===== config.mk =====
export PLATFORM = sky130hd
export DESIGN_NAME = wb_result_sel
export DESIGN_NICKNAME = d
export VERILOG_FILES = /design/src/rtl/wb_result_sel.sv
export SDC_FILE = /design/constraint.sdc
export NUM_CORES = 1
export LEC_CHECK = 0
export BUFFER_PORTS_ARGS = -buffer_cell sky130_fd_sc_hd__buf_2
export CAP_MARGIN = 20
export CELL_PAD_IN_SITES_DETAIL_PLACEMENT = 1
export CELL_PAD_IN_SITES_GLOBAL_PLACEMENT = 1
export CORE_MARGIN = 3
export CORE_UTILIZATION = 39
export CTS_CLUSTER_SIZE = 30
export DETAILED_ROUTE_END_ITERATION = 16
export PLACE_DENSITY_LB_ADDON = 0.1
export SLEW_MARGIN = 20
export SYNTH_ARGS = -nofsm -noshare
export SYNTH_HDL_FRONTEND = slang
export SYNTH_SLANG_ARGS = --single-unit

===== constraint.sdc =====
create_clock -name clk -period 6.7 [get_ports clk]
set_input_delay 0.67 -clock clk [delete_from_list [all_inputs] [get_ports clk]]
set_output_delay 0.67 -clock clk [all_outputs]
set_load 0.03 [all_outputs]

===== src/rtl/wb_result_sel.sv =====
// Registered write-back result selector with HI/LO ownership.
// Tracks one outstanding MULTU/DIVU and stalls HI/LO-class instructions until it returns.
module wb_result_sel #(
  parameter int WIDTH   = 32,
  parameter int FUNCT_W = 6
) (
  input  logic               clk,
  input  logic               rst,
  input  logic               in_valid,
  input  logic [FUNCT_W-1:0] funct,
  input  logic [WIDTH-1:0]   alu_in,
  input  logic [WIDTH-1:0]   shift_in,
  input  logic [WIDTH-1:0]   rs_in,
  input  logic               md_done,
  input  logic [WIDTH-1:0]   md_hi,
  input  logic [WIDTH-1:0]   md_lo,
  output logic               md_start,
  output logic               stall,
  output logic [WIDTH-1:0]   data_out,
  output logic               out_valid,
  output logic               illegal,
  output logic               busy,
  output logic [WIDTH-1:0]   hi_q,
  output logic [WIDTH-1:0]   lo_q
);

  localparam logic [FUNCT_W-1:0] F_SLL   = FUNCT_W'(6'b000000);
  localparam logic [FUNCT_W-1:0] F_SRL   = FUNCT_W'(6'b000010);
  localparam logic [FUNCT_W-1:0] F_MFHI  = FUNCT_W'(6'b010000);
  localparam logic [FUNCT_W-1:0] F_MTHI  = FUNCT_W'(6'b010001);
  localparam logic [FUNCT_W-1:0] F_MFLO  = FUNCT_W'(6'b010010);
  localparam logic [FUNCT_W-1:0] F_MTLO  = FUNCT_W'(6'b010011);
  localparam logic [FUNCT_W-1:0] F_MULTU = FUNCT_W'(6'b011001);
  localparam logic [FUNCT_W-1:0] F_DIVU  = FUNCT_W'(6'b011011);
  localparam logic [FUNCT_W-1:0] F_ADD   = FUNCT_W'(6'b100000);
  localparam logic [FUNCT_W-1:0] F_SUB   = FUNCT_W'(6'b100010);
  localparam logic [FUNCT_W-1:0] F_AND   = FUNCT_W'(6'b100100);
  localparam logic [FUNCT_W-1:0] F_OR    = FUNCT_W'(6'b100101);
  localparam logic [FUNCT_W-1:0] F_SLT   = FUNCT_W'(6'b101010);

  typedef enum logic [0:0] {IDLE = 1'b0, BUSY = 1'b1} state_t;

  state_t             state_r, state_nxt_s;
  logic [WIDTH-1:0]   data_r, hi_r, lo_r;
  logic               valid_r, ill_r, start_r;

  logic               hilo_op_s, md_ret_s, accept_s;
  logic [WIDTH-1:0]   hi_eff_s, lo_eff_s, hi_nxt_s, lo_nxt_s, data_nxt_s;
  logic               valid_nxt_s, ill_nxt_s, start_nxt_s;

  // Classify instructions that touch HI/LO or the mul/div unit.
  always_comb begin
    hilo_op_s = 1'b0;
    case (funct)
      F_MFHI, F_MFLO, F_MTHI, F_MTLO, F_MULTU, F_DIVU: hilo_op_s = 1'b1;
      default:                                         hilo_op_s = 1'b0;
    endcase
  end

  assign busy     = (state_r == BUSY);
  assign md_ret_s = md_done & busy;
  assign stall    = in_valid & busy & ~md_done & hilo_op_s;
  assign accept_s = in_valid & ~stall;
  // A returning result is visible to the instruction accepted in the same cycle.
  assign hi_eff_s = md_ret_s ? md_hi : hi_r;
  assign lo_eff_s = md_ret_s ? md_lo : lo_r;

  // Decode the accepted instruction into next-state register values.
  always_comb begin
    state_nxt_s = md_ret_s ? IDLE : state_r;
    hi_nxt_s    = hi_eff_s;
    lo_nxt_s    = lo_eff_s;
    data_nxt_s  = data_r;
    valid_nxt_s = 1'b0;
    ill_nxt_s   = 1'b0;
    start_nxt_s = 1'b0;
    if (accept_s) begin
      valid_nxt_s = 1'b1;
      data_nxt_s  = '0;
      case (funct)
        F_ADD, F_SUB, F_AND, F_OR, F_SLT: data_nxt_s = alu_in;
        F_SLL, F_SRL:                     data_nxt_s = shift_in;
        F_MFHI:                           data_nxt_s = hi_eff_s;
        F_MFLO:                           data_nxt_s = lo_eff_s;
        F_MTHI:                           hi_nxt_s   = rs_in;
        F_MTLO:                           lo_nxt_s   = rs_in;
        F_MULTU, F_DIVU: begin
          start_nxt_s = 1'b1;
          state_nxt_s = BUSY;
        end
        default:                          ill_nxt_s  = 1'b1;
      endcase
    end else begin
      valid_nxt_s = 1'b0;
    end
  end

  // State and output registers.
  always_ff @(posedge clk or posedge rst) begin
    if (rst) begin
      state_r <= IDLE;
      data_r  <= '0;
      hi_r    <= '0;
      lo_r    <= '0;
      valid_r <= 1'b0;
      ill_r   <= 1'b0;
      start_r <= 1'b0;
    end else begin
      state_r <= state_nxt_s;
      data_r  <= data_nxt_s;
      hi_r    <= hi_nxt_s;
      lo_r    <= lo_nxt_s;
      valid_r <= valid_nxt_s;
      ill_r   <= ill_nxt_s;
      start_r <= start_nxt_s;
    end
  end

  assign data_out  = data_r;
  assign out_valid = valid_r;
  assign illegal   = ill_r;
  assign md_start  = start_r;
  assign hi_q      = hi_r;
  assign lo_q      = lo_r;

endmodule


Word-level counts from Yosys, hierarchy flattened
Cells that the tools add are included.
{"block": "op_classes", "muxes": 16, "bitwise_logic": 7, "reduce_logical": 6, "eq_ne": 12}
{"cell": "$mux W32", "count": 6}
{"cell": "$pmux W32 S4", "count": 1}
{"cell": "$eq A6 B5 Y1 const B", "count": 6}
{"cell": "$eq A6 B6 Y1 const B", "count": 5}
{"cell": "$reduce_or A13 Y1", "count": 1}
{"cell": "$mux W1", "count": 9}
{"cell": "$eq A6 B2 Y1 const B", "count": 1}
{"cell": "$logic_not A6 Y1", "count": 1}
{"cell": "$reduce_or A6 Y1", "count": 1}
{"cell": "$and A1 B1 Y1", "count": 5}
{"cell": "$reduce_or A5 Y1", "count": 1}
{"cell": "$reduce_or A2 Y1", "count": 2}
{"cell": "$not A1 Y1", "count": 2}
{"block": "totals", "reg_bits": 100, "output_inout_bits": 101}

Logic depth before layout (Yosys ltp)
{"block": "logic_depth", "depth_word": 7, "depth_mapped": 7, "ltp_nobuf": 4}

Worst setup path before layout
Ideal clock, no wire load.
{"block": "synth_timing", "path_kind": "input port to output port", "startpoint": "input port funct[2]", "endpoint": "output port stall", "path_buffers": 0, "path_slack_ns": 3.829, "path_stages": 2, "t_required_ns": 6.030, "arrival_time_ns": 2.201, "cell_sequence": "or3b_1 nor4b_1"}
{"block": "synth_between", "elab_chain_cells": 4, "word_cells_on_any_way": 9, "cone_classes": "6 x eq/ne; 1 x mux; 1 x bitwise; 1 x reduce/logical"}
{"item": "start: declaration", "line": "10", "source": "input logic [FUNCT_W-1:0] funct,"}
{"item": "$eq A6 B5 Y1", "line": "54", "source": "case (funct)"}
{"item": "$reduce_or A6 Y1 (*)", "line": "54"}
{"item": "$mux W1 (*)", "line": "54"}
{"item": "$and A1 B1 Y1 (*)", "line": "62", "source": "assign stall = in_valid & busy & ~md_done & hilo_op_s;"}
{"item": "end: declaration", "line": "18", "source": "output logic stall,"}
Every way passes the cells marked *; elsewhere a longest branch is shown, timed or not.

Worst setup path in the final report
{"block": "layout_timing", "startpoint": "input port funct[2]", "endpoint": "register hi_r[26] (netlist: hi_q[26])"}
{"block": "layout_between", "elab_chain_cells": 7, "word_cells_on_any_way": 13, "cone_classes": "6 x eq/ne; 3 x mux; 3 x bitwise; 1 x reduce/logical"}
{"item": "$eq A6 B5 Y1 (on tied branches)", "line": "54, 80"}
{"item": "$reduce_or A6 Y1", "line": "54"}
{"item": "$mux W1", "line": "54"}
{"item": "$and A1 B1 Y1", "line": "62"}
{"item": "$not A1 Y1", "line": "63", "source": "assign accept_s = in_valid & ~stall;"}
{"item": "$and A1 B1 Y1", "line": "63"}
{"item": "$mux W32 (*)", "line": "77", "source": "if (accept_s) begin"}
{"item": "via hi_nxt_s[26]", "line": "48", "source": "logic [WIDTH-1:0] hi_eff_s, lo_eff_s, hi_nxt_s, lo_nxt_s, data_nxt_s;"}
{"item": "end signal: assignment", "line": "111", "source": "hi_r <= hi_nxt_s;"}
{"item": "end: declaration", "line": "44", "source": "logic [WIDTH-1:0] data_r, hi_r, lo_r;"}
The timed path passes the listed nets; every way through them passes the cells marked *.
A chain may end at the register's enable or synchronous reset.

==> reports/qor.yml <==
placedCellCount: 1076
cap_violations: 0
die-area_mm2: 0.0180
areaGrowthSynthToFinish_pct: 28.5
hold_ws_ps: 403
avgSynthCellArea_um2: 9.90
drive_above_1_share_pct: 43.6
maxSlewHeadroom_pct: 27.8
vias_per_cell: 5.81
synth-edff-count: 0
cts_hold_buf: 0
yosysWarningCount: 0
grt_pass1_wl_um: 38600
placed_area_mm2: 0.00791
post_cts_buffers: 0
finalSetupTns_ps: 0
hold_violations: 0
grtUsageTotal_pct: 27.0
syn_area_mm2: 0.00642
core.rowCount: 46
ir_drop_mv: 0.131
cp-end-kind: "flop"
fmax_ghz: 0.311
outcome: "finished, final reports clean"
drt_pass1_iterations: 5
design_area_mm2: 0.00826
synth.largest_area_cell: "dfrtp_1"
die_w_um: 134
cts-root-buf: "clkbuf_16"
synth_cells: 649
powerDensity_mw_per_mm2: 264
die-height_um: 134
path_clk_slew_ps: 70
skew_ps: 8.25
fin_crit_sh_pct: 48.0
ant_nets: 0
tritoncts: "done"
drc: 0
worstPathRequired_ps: 6930
antenna_found_initial: 3
fin_nets: 1042
synthDistinctLibCells: 37
start_util_pct: 40.2
postSynth.asyncResetShare_pct: 100
gp_congestion: 0.834
insertion_delay_ps: 350
final_cell_count_no_fill: 1095
setup.worst_path.start_class: "input pin"
ys.flop_type: "dfrtp_1"
utilization_pct: 51.6
power.leakage_nw: 4.34
r2r-start: "busy"
holdCritPathClass: "input pin to async pin"
wl_per_cell_um: 22.7
crit_start: "funct[2]"
min_period_ps: 3220
wirelength_um: 24800
gr-total-overflow: 0
power_mw: 2.18
cts-resized-gates: 0
fp.coreArea_mm2: 0.0160
ys_seq_area_share_pct: 38.9
crit_fanout: 67
pre_cts_ws_ps: 3130
portBuffers: 270
crit_arrival_ps: 3450
hpwl_um: 17200
worstSetupPathType: "input pin to flop"
clock-sinks: 100
htreeDepth: 3
setup_viol: 0
syn_nets: 819
clk_path_buf_depth: 2
cts_made_buffers: 9
grt_pass1_vias: 6972
vias: 6364
setup_ws_ps: 3480
ios: 271
yosys-top-cells-area: "dfrtp_1 (39%), a21boi_0 (7.5%), o211ai_1 (7.5%), and3_1 (6.2%), mux2_2 (4.6%)"
drtIter0Drc: 310
rsz0062_at_grt: "false"
worst_pin_slew_ps: 1080
drv_slew: 0
synth_seq_cells: 100
post-synth-top-area-fraction_pct: 38.9
grt_max_degree: 130
==> report_power, final <==
part / internal [mW] / switching, mW
clock network: 0.336 / 0.243
registers: 0.717 / 0.0704
logic: 0.317 / 0.500
==> final cells by class <==
type | instances | area [µm²]
tap | 216 | 270
clock buffer | 11 | 243
inverter | 36 | 138
multi-input combinational | 443 | 3550
fill | 1894 | 7740
clock inverter | 5 | 75.1
timing repair buffer | 282 | 1480
sequential | 100 | 2500
antenna | 2 | 5.00
==> cell families after synthesis <==
family	after synthesis	synth area share [%]
AO/OA/AOI/OAI	198	24.5
AND/OR/NAND/NOR	180	17.6
buffers and inverters	106	6.78
flip-flops	100	38.9
multiplexers	65	12.1
==> cells in the mapped netlist (3+ instances only) <==
cell         n
dfrtp_1    100
or2_0       32
mux2_4      13
inv_1       35
or2_2       32
o2111ai_1   32
nand2_1      3
o211ai_1    64
mux2_2      26
mux2_1      25
a21boi_0    64
nand2b_1     3
buf_6        3
buf_2       12
a22o_1      32
nand4_1     32
and3_1      64
clkbuf_1    54
==> worst max-delay path: stages <==
cell	delay [ps]
buf_2	160
nor3b_4	180
buf_4	630
nand3_1	290
nor3_4	610
buf_4	470
mux2_2	380
==> sequential cells by signal, summed over array words and instances, names as in the netlist <==
name	cells
busy	1
data_out	32
hi_q	32
illegal	1
lo_q	32
md_start	1
out_valid	1
==> per-layer routing <==
metal / up-vias / share of wire, % / GRT usage, %
met5: - / 0.028 / 0
met4: 2 / 2.1 / 9.16
met3: 40 / 6.4 / 5.36
met2: 236 / 51 / 46.8
met1: 3197 / 41 / 33.6
li1: 2889 / - / -
==> final timing paths <==
check,end,slack [ps],depth (start not counted)
max reg2reg,hi_q[26],4460,5
min reg2reg,data_out[6],500,1
min,data_out[24],400,2
max,hi_q[26],3480,7
min in group clk,data_out[6],500,1
max in group asynchronous,busy,5090,3
==> cell usage in the layout (no fill, tap or decap), types with 2 or more instances in the layout <==
| cell | Yosys | layout |
|---|---|---|
| a21boi_0 | 64 | 64 |
| nand2_1 | 3 | 3 |
| nand4_1 | 32 | 32 |
| mux2_1 | 25 | 25 |
| dfrtp_1 | 100 | 99 |
| or2_0 | 32 | 32 |
| buf_2 | 12 | 270 |
| o2111ai_1 | 32 | 32 |
| bufinv_16 | 0 | 2 |
| nand2b_2 | 0 | 2 |
| or2_2 | 32 | 32 |
| clkbuf_16 | 0 | 9 |
| mux2_4 | 13 | 13 |
| a22o_1 | 32 | 32 |
| o211ai_1 | 64 | 64 |
| diode_2 | 0 | 2 |
| nand3_1 | 2 | 2 |
| mux2_2 | 26 | 26 |
| and3_1 | 64 | 64 |
| buf_4 | 0 | 9 |
| clkinv_2 | 0 | 3 |
| nor4b_1 | 2 | 2 |
| inv_1 | 35 | 34 |
Note: power is estimated with default switching activity, not from simulation.
